===== config.mk =====
export PLATFORM = sky130hd
export DESIGN_NAME = pipelined_ripple_adder
export DESIGN_NICKNAME = d
export VERILOG_FILES = /design/src/rtl/pipelined_ripple_adder.sv
export SDC_FILE = /design/constraint.sdc
export NUM_CORES = 1
export LEC_CHECK = 0
export CORE_MARGIN = 4
export CORE_UTILIZATION = 35
export DETAILED_ROUTE_END_ITERATION = 12
export PLACE_DENSITY_LB_ADDON = 0.1
export SETUP_SLACK_MARGIN = 0.15
export SKIP_LAST_GASP = 1
export SYNTH_ARGS = -nofsm -noshare
export SYNTH_HDL_FRONTEND = slang
export SYNTH_SLANG_ARGS = --single-unit

===== constraint.sdc =====
create_clock -name clk -period 2.2 [get_ports clk]
set_input_delay 0.55 -clock clk [delete_from_list [all_inputs] [get_ports clk]]
set_output_delay 0.55 -clock clk [all_outputs]
set_load 0.005 [all_outputs]

===== src/rtl/pipelined_ripple_adder.sv =====
// Purpose: WIDTH-bit adder built from SEG_WIDTH-bit ripple segments, one register stage per segment; optional ovf port under PIPELINED_RIPPLE_ADDER_OVF_EN.
// Latency: STAGES = WIDTH/SEG_WIDTH cycles from input transfer to out_valid; one beat per cycle when unstalled.
// Backpressure: per-stage valids, bubbles collapse, in_ready is combinational from out_ready through the stage chain (no skid slack).
module pipelined_ripple_adder #(
  parameter int WIDTH     = 16,
  parameter int SEG_WIDTH = 4
) (
  input  logic             clk,
  input  logic             rst_n,
  input  logic             in_valid,
  output logic             in_ready,
  input  logic [WIDTH-1:0] a,
  input  logic [WIDTH-1:0] b,
  input  logic             cin,
  output logic             out_valid,
  input  logic             out_ready,
  output logic [WIDTH-1:0] sum,
  output logic             cout,
  output logic [WIDTH-1:0] p_out,
  output logic [WIDTH-1:0] g_out
`ifdef PIPELINED_RIPPLE_ADDER_OVF_EN
  ,
  output logic             ovf
`endif
);

  localparam int STAGES = WIDTH / SEG_WIDTH;

  logic [STAGES-1:0] stgVld;
  logic [STAGES-1:0] stgAdv;
  logic [STAGES-1:0] stgLoad;
  logic [STAGES:1]   fullAbove;
  logic              inXfer;

  // A stage is blocked only when every stage after it is full and the output is stalled.
  always_comb begin
    fullAbove[STAGES] = 1'b1;
    for (int k = STAGES - 1; k >= 1; k--) begin
      fullAbove[k] = fullAbove[k+1] & stgVld[k];
    end
    for (int k = 0; k < STAGES; k++) begin
      stgAdv[k] = stgVld[k] & ~(fullAbove[k+1] & ~out_ready);
    end
  end

  assign in_ready = ~stgVld[0] | stgAdv[0];
  assign inXfer   = in_valid & in_ready;

  // Stage 0 loads on an input transfer; every later stage loads when its predecessor advances.
  always_comb begin
    stgLoad[0] = inXfer;
    for (int k = 1; k < STAGES; k++) begin
      stgLoad[k] = stgAdv[k-1];
    end
  end

  // Valid bits: set on load, cleared once the beat has moved on and nothing replaced it.
  always_ff @(posedge clk or negedge rst_n) begin
    if (!rst_n) begin
      stgVld <= '0;
    end else begin
      stgVld <= stgLoad | (stgVld & ~stgAdv);
    end
  end

  for (genvar k = 0; k < STAGES; k++) begin : gStage
    localparam int LO   = k * SEG_WIDTH;
    localparam int DONE = LO + SEG_WIDTH;
    localparam int REM  = WIDTH - DONE;

    // curA/curB hold only the operand bits not yet summed; bit 0 lines up with bit LO.
    logic [WIDTH-LO-1:0]  curA;
    logic [WIDTH-LO-1:0]  curB;
    logic                 curC;
    logic [SEG_WIDTH-1:0] segP;
    logic [SEG_WIDTH-1:0] segG;
    logic [SEG_WIDTH-1:0] segS;
    logic [SEG_WIDTH:0]   segCv;
    logic [DONE-1:0]      nxtSum;
    logic [DONE-1:0]      nxtP;
    logic [DONE-1:0]      nxtG;
    logic [DONE-1:0]      accSum;
    logic [DONE-1:0]      accP;
    logic [DONE-1:0]      accG;
    logic                 accC;

    if (k == 0) begin : gHead
      assign curA   = a;
      assign curB   = b;
      assign curC   = cin;
      assign nxtSum = segS;
      assign nxtP   = segP;
      assign nxtG   = segG;
    end else begin : gBody
      assign curA   = gStage[k-1].gFwd.opA;
      assign curB   = gStage[k-1].gFwd.opB;
      assign curC   = gStage[k-1].accC;
      assign nxtSum = {segS, gStage[k-1].accSum};
      assign nxtP   = {segP, gStage[k-1].accP};
      assign nxtG   = {segG, gStage[k-1].accG};
    end

    assign segP = curA[SEG_WIDTH-1:0] ^ curB[SEG_WIDTH-1:0];
    assign segG = curA[SEG_WIDTH-1:0] & curB[SEG_WIDTH-1:0];
    assign segS = segP ^ segCv[SEG_WIDTH-1:0];

    // Full-adder ripple across this segment; segCv[i] is the carry into bit LO+i.
    always_comb begin
      segCv[0] = curC;
      for (int i = 0; i < SEG_WIDTH; i++) begin
        segCv[i+1] = segG[i] | (segP[i] & segCv[i]);
      end
    end

    // Finished low bits and the segment carry travel with the beat.
    always_ff @(posedge clk or negedge rst_n) begin
      if (!rst_n) begin
        accSum <= '0;
        accP   <= '0;
        accG   <= '0;
        accC   <= 1'b0;
      end else if (stgLoad[k]) begin
        accSum <= nxtSum;
        accP   <= nxtP;
        accG   <= nxtG;
        accC   <= segCv[SEG_WIDTH];
      end
    end

    if (REM > 0) begin : gFwd
      logic [REM-1:0] opA;
      logic [REM-1:0] opB;

      // Operand bits still to be summed move down one stage with the beat.
      always_ff @(posedge clk or negedge rst_n) begin
        if (!rst_n) begin
          opA <= '0;
          opB <= '0;
        end else if (stgLoad[k]) begin
          opA <= curA[WIDTH-LO-1:SEG_WIDTH];
          opB <= curB[WIDTH-LO-1:SEG_WIDTH];
        end
      end
    end

`ifdef PIPELINED_RIPPLE_ADDER_OVF_EN
    if (k == STAGES - 1) begin : gOvf
      logic ovfReg;

      // Signed overflow: carry into the MSB differs from the carry out of it.
      always_ff @(posedge clk or negedge rst_n) begin
        if (!rst_n) begin
          ovfReg <= 1'b0;
        end else if (stgLoad[k]) begin
          ovfReg <= segCv[SEG_WIDTH-1] ^ segCv[SEG_WIDTH];
        end
      end
    end
`endif
  end

  assign out_valid = stgVld[STAGES-1];
  assign sum       = gStage[STAGES-1].accSum;
  assign p_out     = gStage[STAGES-1].accP;
  assign g_out     = gStage[STAGES-1].accG;
  assign cout      = gStage[STAGES-1].accC;
`ifdef PIPELINED_RIPPLE_ADDER_OVF_EN
  assign ovf       = gStage[STAGES-1].gOvf.ovfReg;
`endif

endmodule

=== Word-level counts from Yosys, hierarchy flattened ===
Cells that the tools add are included.

* Register bits: 176
* Bits in writable memories: 0
* Bits in latches: 0
* Memories: 0
* Output and inout bits: 51
* Bits in read-only memories: 0

* Bitwise operators: 63
* $mul: 0
* Multiplexer cells: 0
* $lt $le $gt $ge: 0
* Reductions and logical operators: 0
* Shift operators: 0
* $add $sub $neg: 0
* Div/mod/pow operators: 0
* Eq/ne operators: 0

{| class="wikitable"
|+ Operator list
! cell !! number
|-
| $xor 4x4->4 || 8
|-
| $and 1x1->1 || 26
|-
| $and 4x4->4 || 5
|-
| $or 1x1->1 || 17
|-
| $not 1->1 || 5
|-
| $not 4->4 || 1
|-
| $or 4x4->4 || 1
|}

=== Logic depth before layout (Yosys ltp) ===
Gate-level depths: netlist (run 1).

* Word-level depth: 9
* Depth in mapped cells: 8
* Gate-level depth less buffers: 8

=== Worst setup path after synthesis (run 1) ===
OpenSTA, ideal clock, no wires.

* Path type: input -> register
* Start point: in a[0]
* End point: reg gStage[0].accSum[3]
* Data arrival time: 2.111 ns
* Cell stages on the path: 8
* Path buffers: 0
* Slack: 0.010 ns
* Required time: 2.121 ns
* Cells stage by stage: inv_1 -> fa_1 -> inv_1 -> fa_1 -> fa_1 -> inv_1 -> fa_1 -> mux2i_1

* Longest elaborated chain between the ends: 8
* Elaborated cells on any way between the ends: 9
* Those cells by class: bitwise (9)

{| class="wikitable"
|+ RTL lines
! what !! line !! source
|-
| start: declaration || 12 || <nowiki>input logic [WIDTH-1:0] a,</nowiki>
|-
| $xor 4x4->4 || 103 || <nowiki>assign segP = curA[SEG_WIDTH-1:0] ^ curB[SEG_WIDTH-1:0];</nowiki>
|-
| $and 1x1->1 || 111 || <nowiki>segCv[i+1] = segG[i] | (segP[i] & segCv[i]);</nowiki>
|-
| $or 1x1->1 (*) || 111 ||
|-
| $and 1x1->1 (*) || 111 ||
|-
| $or 1x1->1 (*) || 111 ||
|-
| $and 1x1->1 (*) || 111 ||
|-
| $or 1x1->1 (*) || 111 ||
|-
| $xor 4x4->4 (*) || 105 || <nowiki>assign segS = segP ^ segCv[SEG_WIDTH-1:0];</nowiki>
|-
| end signal: assignment || 123 || <nowiki>accSum <= nxtSum;</nowiki>
|-
| end: declaration || 82 || <nowiki>logic [DONE-1:0] accSum;</nowiki>
|}

Mark *: on every way between the ends. The rest lies on a longest branch, timed or not.
A chain may end at the register's enable or synchronous reset.

=== Worst setup path in the final report (run 1) ===
* Start point: reg gStage[0].accC
* End point: reg gStage[1].accSum[7]

* Longest elaborated chain between the ends: 7

{| class="wikitable"
|+ RTL lines
! what !! line !! source
|-
| start: declaration || 85 || <nowiki>logic accC;</nowiki>
|-
| start signal: assignment || 126 || <nowiki>accC <= segCv[SEG_WIDTH];</nowiki>
|-
| $and 1x1->1 || 111 ||
|-
| $or 1x1->1 || 111 ||
|-
| $and 1x1->1 || 111 ||
|-
| $or 1x1->1 || 111 ||
|-
| $and 1x1->1 || 111 ||
|-
| $or 1x1->1 || 111 ||
|-
| $xor 4x4->4 || 105 ||
|-
| end signal: assignment || 123 ||
|-
| end: declaration || 82 ||
|}

Every way passes these cells.

==> out/metrics.yaml, run 1 <==
status:
  status: "finished clean"
hold_path:
  hold_path_class: "reg2reg"
final_layout:
  utilization_pct: 46.1
  nFillCells: 1794
  final_cell_mix: "dfrtp_1 (176), mux2_2 (131), clkdlybuf4s50_1 (79)"
  final_area_sq_mm: 0.00939
  n_antenna_cell: 0
  drive_above_1_share_pct: 42.3
  final_common_cell: "dfrtp_1"
  nNetsFinal: 631
  area_delta_synth_final_pct: 28.5
sta:
  hold_viol: 0
  final.min_clock_period_ns: 2.10
  max_freq_ghz: 0.476
  fin_crit_sh_pct: 95.5
  relSlewSlack_pct: 78.0
  fin_skew_ns: 0.00754
  slew_viol_final: 0
  tightest_slew_ns: 0.331
  grt_setup_unrepaired: "yes"
  setup_violations: 0
synthesis:
  syn_inst: 450
  syn-num-nets: 519
  synthDistinctLibCells: 19
  syn_avg_cell_area_sq_um: 16.2
  synth_area_sq_mm: 0.00731
  yosysWarnings: 0
  yosysSeqAreaShare_pct: 60.3
  synth_seq_cells: 176
clocking:
  cts.clk_slew.worst_paths_ns: 0.07
  clk_path_buf_depth: 2
  clock_latency_ns: 0.42
  htree_levels: 4
  numCtsBuffers: 17
  cts_tree: "yes"
  cts.sink_count: 176
  cts-root-buf: "clkbuf_16"
grt:
  overflow: 0
  antenna_found_initial: 1
  grt_usage_pct: 12.5
  first_global_vias: 4303
  grt_pass1_wl_mm: 23.1
  grt_max_degree: 61
critical_path:
  cp_cell_sequence: "inv_2 -> fa_1 -> inv_1 -> fa_2 -> fa_2 -> inv_2 -> fa_1 -> o21ai_1"
  slowest_delay_ns: 0.43
  worst-path-buf-inv: 3
  path_class: "reg2reg"
  crit_family: "adder cells"
  start_kind: "flip-flop"
  cpMaxStageDelayCell: "fa_1"
  cp_max_fo: 2
  end_kind: "flip-flop"
  cp.arrival_ns: 2.44
  critPathRequiredTime_ns: 2.54
run:
  drv_cap: 0
detailed_routing:
  vias_per_cell: 4.53
  num_vias: 3829
  drcViolationCount: 0
  drt_first_pass_iters: 4
  postRouteAntennaNets: 0
  wl_per_cell_um: 16.1
  dr.first_iter.drc_count: 127
  wl_mm: 13.6
floorplan:
  dieArea_sq_mm: 0.0233
  die_w_um: 152
  chipHeight_um: 152
  ios: 88
  start_util_pct: 35.9
  coreArea_sq_mm: 0.0204
  row_count: 52
pwr:
  power.density_mw_per_mm2: 1260
  static-leakage-power_nw: 4.24
  vdd_ir_drop_max_mv: 0.552
  p_total_mw: 11.9
placed_design:
  hpwl_mm: 9.21
  gp_congestion: 0.714
  dpl_cell_area_sq_mm: 0.00867
  port_buffers: 87
path summary, 6_finish.rpt:
path,from,end,slack (ns),cells past startpoint
setup reg to reg,gStage[0].accC$_DFFE_PN0P_,gStage[1].accSum[7]$_DFFE_PN0P_,0.10,8
min in group asynchronous,rst_n,g_out[10]$_DFFE_PN0P_,0.58,2
max in group asynchronous,rst_n,gStage[0].gFwd.opA[1]$_DFFE_PN0P_,0.99,3
hold reg to reg,gStage[1].gFwd.opB[4]$_DFFE_PN0P_,gStage[2].gFwd.opB[0]$_DFFE_PN0P_,0.50,1
hold / removal,gStage[1].gFwd.opB[4]$_DFFE_PN0P_,gStage[2].gFwd.opB[0]$_DFFE_PN0P_,0.50,1
setup / recovery,gStage[0].accC$_DFFE_PN0P_,gStage[1].accSum[7]$_DFFE_PN0P_,0.10,8
area by class of cell:
cell class	instances	area, sq um	share of cell area [%]
Inverter	36	135	1.44
Tap cell	270	338	3.60
Timing Repair Buffer	110	1180	12.6
Clock inverter	14	226	2.41
Sequential cell	176	4400	46.9
Multi-Input combinational cell	221	2670	28.4
Clock buffer	18	439	4.68
flip-flops by register name, indices dropped and copies added, names as in the netlist:
signal           count
gStage.accG         24
gStage.accP         24
gStage.accSum       24
gStage.gFwd.opA     24
gStage.gFwd.opB     24
g_out               16
p_out               16
sum                 16
stgVld               4
gStage.accC          3
cout                 1
stage by stage:
step	worst slack, ns	std cells	TNS [ns]	hold slack [ns]
final	0.100	845	0	0.499
after global routing	-0.0520	845	-0.0520	0.521
after CTS	0.0602	845	0	0.505
after detailed placement	-0.508	808	-6.25	0.460
after global placement	-0.486	808	-6.01	0.462
after floorplan	0.0848	450	0	0.254
cell families after synthesis:
family	share of synthesized area, %
flip-flops	60.3
multiplexers	27.1
buffers and inverters	3.75
adder cells (fa/ha/maj)	7.12
AND/OR/NAND/NOR	1.04
AO/OA/AOI/OAI	0.702
metal layers:
| metal | GRT usage (%) | vias to the layer above | wire length [um] |
|---|---|---|---|
| li1 | - | 1760 | - |
| met1 | 16.5 | 1984 | 6190 |
| met2 | 20.3 | 70 | 6690 |
| met3 | 3.55 | 13 | 583 |
| met4 | 3.95 | 2 | 171 |
| met5 | 0 | - | 7 |
power breakdown:
part | internal, mW | switching, mW | leakage [nW]
Combinational | 2.23 | 1.13 | 1.81
Clock | 2.07 | 1.29 | 0.324
Sequential | 4.45 | 0.686 | 2.11
Total | 8.75 | 3.10 | 4.24
synth_stat cells:
cell type,instances,share of area [%]
dfrtp_1,176,60
mux2_2,131,20
inv_1,36,1.8
mux2_4,27,5.5
fa_1,16,4.4
ha_1,16,2.7
buf_2,12,0.82
mux2i_1,10,1.4
o21ai_0,8,0.55
nand2_1,4,0.21
nand2b_1,4,0.34
buf_12,3,0.82
a21boi_2,1,0.15
and4b_4,1,0.19
buf_4,1,0.10
buf_6,1,0.15
nand2_2,1,0.086
nand3b_1,1,0.10
nand4b_1,1,0.12
what timing repair did:
action                     in CTS  in global routing
resized for setup              27                  7
cloned                          0                  0
setup endpoints to repair       7                  6
hold endpoints to repair       12                  0
pin swaps                       7                  5
hold buffers                    1                  0
buffers inserted                4                  0
(Power assumes the default switching activity.)
==> run 2: changes to the inputs <==
Clock period 2.2 ns to 1.71 ns, I/O delays scaled along.
==> out/metrics.yaml, run 2 (synthesis results as in run 1) <==
critical_path:
  r2r.worst_path.cells: 8  # unchanged
  crit_family: "adder cells"  # unchanged
  endpoint: "gStage[2].accSum[11]$_DFFE_PN0P_"  # was gStage[1].accSum[7]$_DFFE_PN0P_
  path_class: "reg2reg"  # unchanged
  start_kind: "flip-flop"  # unchanged
  end_kind: "flip-flop"  # unchanged
  rrSetupSlack_ns: -0.35  # was 0.10 ns
  cp_cell_sequence: "inv_2 -> fa_2 -> inv_2 -> fa_2 -> fa_2 -> inv_2 -> fa_2 -> mux2i_1"  # was inv_2 -> fa_1 -> inv_1 -> fa_2 -> fa_2 -> inv_2 -> fa_1 -> o21ai_1
  worstSetupStartpoint: "gStage[1].accC$_DFFE_PN0P_"  # was gStage[0].accC$_DFFE_PN0P_
  cp_max_fo: 2  # unchanged
  r2r-start: "gStage[1].accC$_DFFE_PN0P_"  # was gStage[0].accC$_DFFE_PN0P_
  critPathRequiredTime_ns: 2.05  # was 2.54 ns
  cpMostUsedCell: "fa_2"
  cp.arrival_ns: 2.40  # was 2.44 ns
  worst-path-buf-inv: 3  # unchanged
  cpMaxStageDelayCell: "fa_2"  # was fa_1
  slowest_delay_ns: 0.41  # was 0.43 ns
  timing.rr.end: "gStage[2].accSum[11]$_DFFE_PN0P_"  # was gStage[1].accSum[7]$_DFFE_PN0P_
  worstSetupPathDepth: 8  # unchanged
final_layout:
  final_cell_mix: "dfrtp_1 (176), mux2_2 (124), dlygate4sd2_1 (42)"  # was dfrtp_1 (176), mux2_2 (131), clkdlybuf4s50_1 (79)
  fin_cells: 881  # was 845
  area_delta_synth_final_pct: 34.6  # was 28.5%
  final_common_cell: "dfrtp_1"  # unchanged
  nNetsFinal: 668  # was 631
  n_antenna_cell: 0  # unchanged
  regArea_sq_mm: 0.00440  # unchanged
  nFillCells: 1804  # was 1,794
  drive_above_1_share_pct: 48.0  # was 42.3%
  multi_input_area_sq_mm: 0.00272  # was 0.00267 sq mm
  final_area_sq_mm: 0.00983  # was 0.00939 sq mm
sta:
  hold_viol: 0  # unchanged
  tightest_slew_ns: 0.382  # was 0.331 ns
  setup_ws_ns: -0.350  # was 0.100 ns
  grt_setup_unrepaired: "yes"  # unchanged
  setup_violations: 12  # was 0
  slew_viol_final: 0  # unchanged
  fin_skew_ns: 0.00595  # was 0.00754 ns
  relSlewSlack_pct: 74.5  # was 78.0%
  final.min_clock_period_ns: 2.06  # was 2.10 ns
  fin_crit_sh_pct: 120  # was 95.5%
  max_freq_ghz: 0.486  # was 0.476 GHz
hold_path:
  hold_path_class: "in2reg"  # was reg2reg
clocking:
  cts_tree: "yes"  # unchanged
  cts.sink_count: 176  # unchanged
  numCtsBuffers: 17  # unchanged
  clk_path_buf_depth: 2  # unchanged
  htree_levels: 4  # unchanged
  clock_latency_ns: 0.42  # about the same
  cts-root-buf: "clkbuf_16"  # unchanged
  cts.clk_slew.worst_paths_ns: 0.06  # was 0.07 ns
floorplan:
  dieArea_sq_mm: 0.0233  # unchanged
  row_count: 52  # unchanged
  start_util_pct: 35.9  # unchanged
  coreArea_sq_mm: 0.0204  # unchanged
  chipHeight_um: 152  # unchanged
  die_w_um: 152  # unchanged
  ios: 88  # unchanged
pwr:
  power.density_mw_per_mm2: 1520  # was 1260 mW/mm^2
  vdd_ir_drop_max_mv: 0.703  # was 0.552 mV
  static-leakage-power_nw: 4.57  # was 4.24 nW
  p_total_mw: 14.9  # was 11.9 mW
detailed_routing:
  drt_first_pass_iters: 4  # unchanged
  num_vias: 3962  # was 3,829
  wl_per_cell_um: 16.5  # was 16.1 um
  vias_per_cell: 4.50  # was 4.53
  dr.first_iter.drc_count: 120  # was 127
  postRouteAntennaNets: 0  # unchanged
  wl_mm: 14.5  # was 13.6 mm
  drcViolationCount: 0  # unchanged
placed_design:
  dpl_cell_area_sq_mm: 0.00884  # was 0.00867 sq mm
  gp_congestion: 0.678  # was 0.714
  dp.cells: 827  # was 808
  dp_slack_ns: -0.900  # was -0.508 ns
  hpwl_mm: 9.61  # was 9.21 mm
  port_buffers: 87  # unchanged
grt:
  grt_pass1_wl_mm: 23.9  # was 23.1 mm
  first_global_vias: 4340  # was 4,303
  antenna_found_initial: 0  # was 1
  overflow: 0  # unchanged
  grt_max_degree: 54  # was 61
  grt_usage_pct: 13.1  # was 12.5%
status:
  violations: "setup timing"
  status: "finished with violations"  # was finished clean
run:
  drv_cap: 0  # unchanged
## run 2: changes by cell type in the layout (fill, tap and decap cells not counted), moves of 7 or more
cell | before | now
buf_4 | 11 | 33
buf_6 | 1 | 9
clkdlybuf4s15_1 | 2 | 10
clkdlybuf4s50_1 | 79 | 29
dlygate4sd2_1 | 2 | 42
mux2_2 | 131 | 124
mux2_4 | 27 | 34
## run 2: how the worst min path moves through the flow
stage               start                             to  slack, ns  cells after the start
floorplan           rst_n               cout$_DFFE_PN0P_       0.13                      0
global placement    rst_n            sum[14]$_DFFE_PN0P_       0.36                      1
detailed placement  rst_n          g_out[13]$_DFFE_PN0P_       0.36                      1
CTS                  b[0]  gStage[0].accP[0]$_DFFE_PN0P_       0.36                      3
global route         b[0]  gStage[0].accP[0]$_DFFE_PN0P_       0.36                      3
finish               b[0]  gStage[0].accP[0]$_DFFE_PN0P_       0.38                      3
## run 2: layer usage
layer  global-route usage (%)  vias up  wire length (um)
li1                         -     1840                 -
met1                     17.2     2048              6840
met2                     20.9       67              6870
met3                     4.74        7               694
met4                     3.44        0               130
met5                        0        -                 0
## run 2: power breakdown
part           switching (mW)  internal [mW]  leakage, nW
clock network            1.53           2.47        0.289
registers               0.826           5.73         2.11
logic                    1.58           2.80         2.18
total                    3.94           11.0         4.57
## run 2: area by class of cell
| type | count | area share [%] |
|---|---|---|
| clock buffers | 21 | 4.58 |
| clock inverters | 10 | 1.64 |
| inverters | 36 | 1.48 |
| multi-input cells | 221 | 27.7 |
| flip-flops and latches | 176 | 44.8 |
| well taps | 270 | 3.44 |
| repair buffers | 147 | 16.4 |
## run 2: stage by stage
stage | setup TNS (ns) | utilization [%] | hold slack, ns
2_1_floorplan | -1.43 | - | 0.132
3_3_place_gp | -45.48 | 43.4 | 0.365
3_5_place_dp | -51.53 | 43.4 | 0.361
4_1_cts | -2.04 | 47.6 | 0.362
5_1_grt | -3.14 | 48.3 | 0.363
6_report | -1.62 | 48.3 | 0.382
## run 2: repair_timing
item,in CTS,in global routing
buffers inserted,11,6
pin swaps,7,9
gates resized for setup,92,28
hold endpoints to repair,31,0
cloned,4,1
endpoints found under the setup margin,119,80
hold buffers,1,0
## run 2: worst min-delay path: cells and delay by family
kind / cells / cell delay, ns
fa+ha+maj: 1 / 0.13
buf+inv: 1 / 0.08
mux: 1 / 0.13
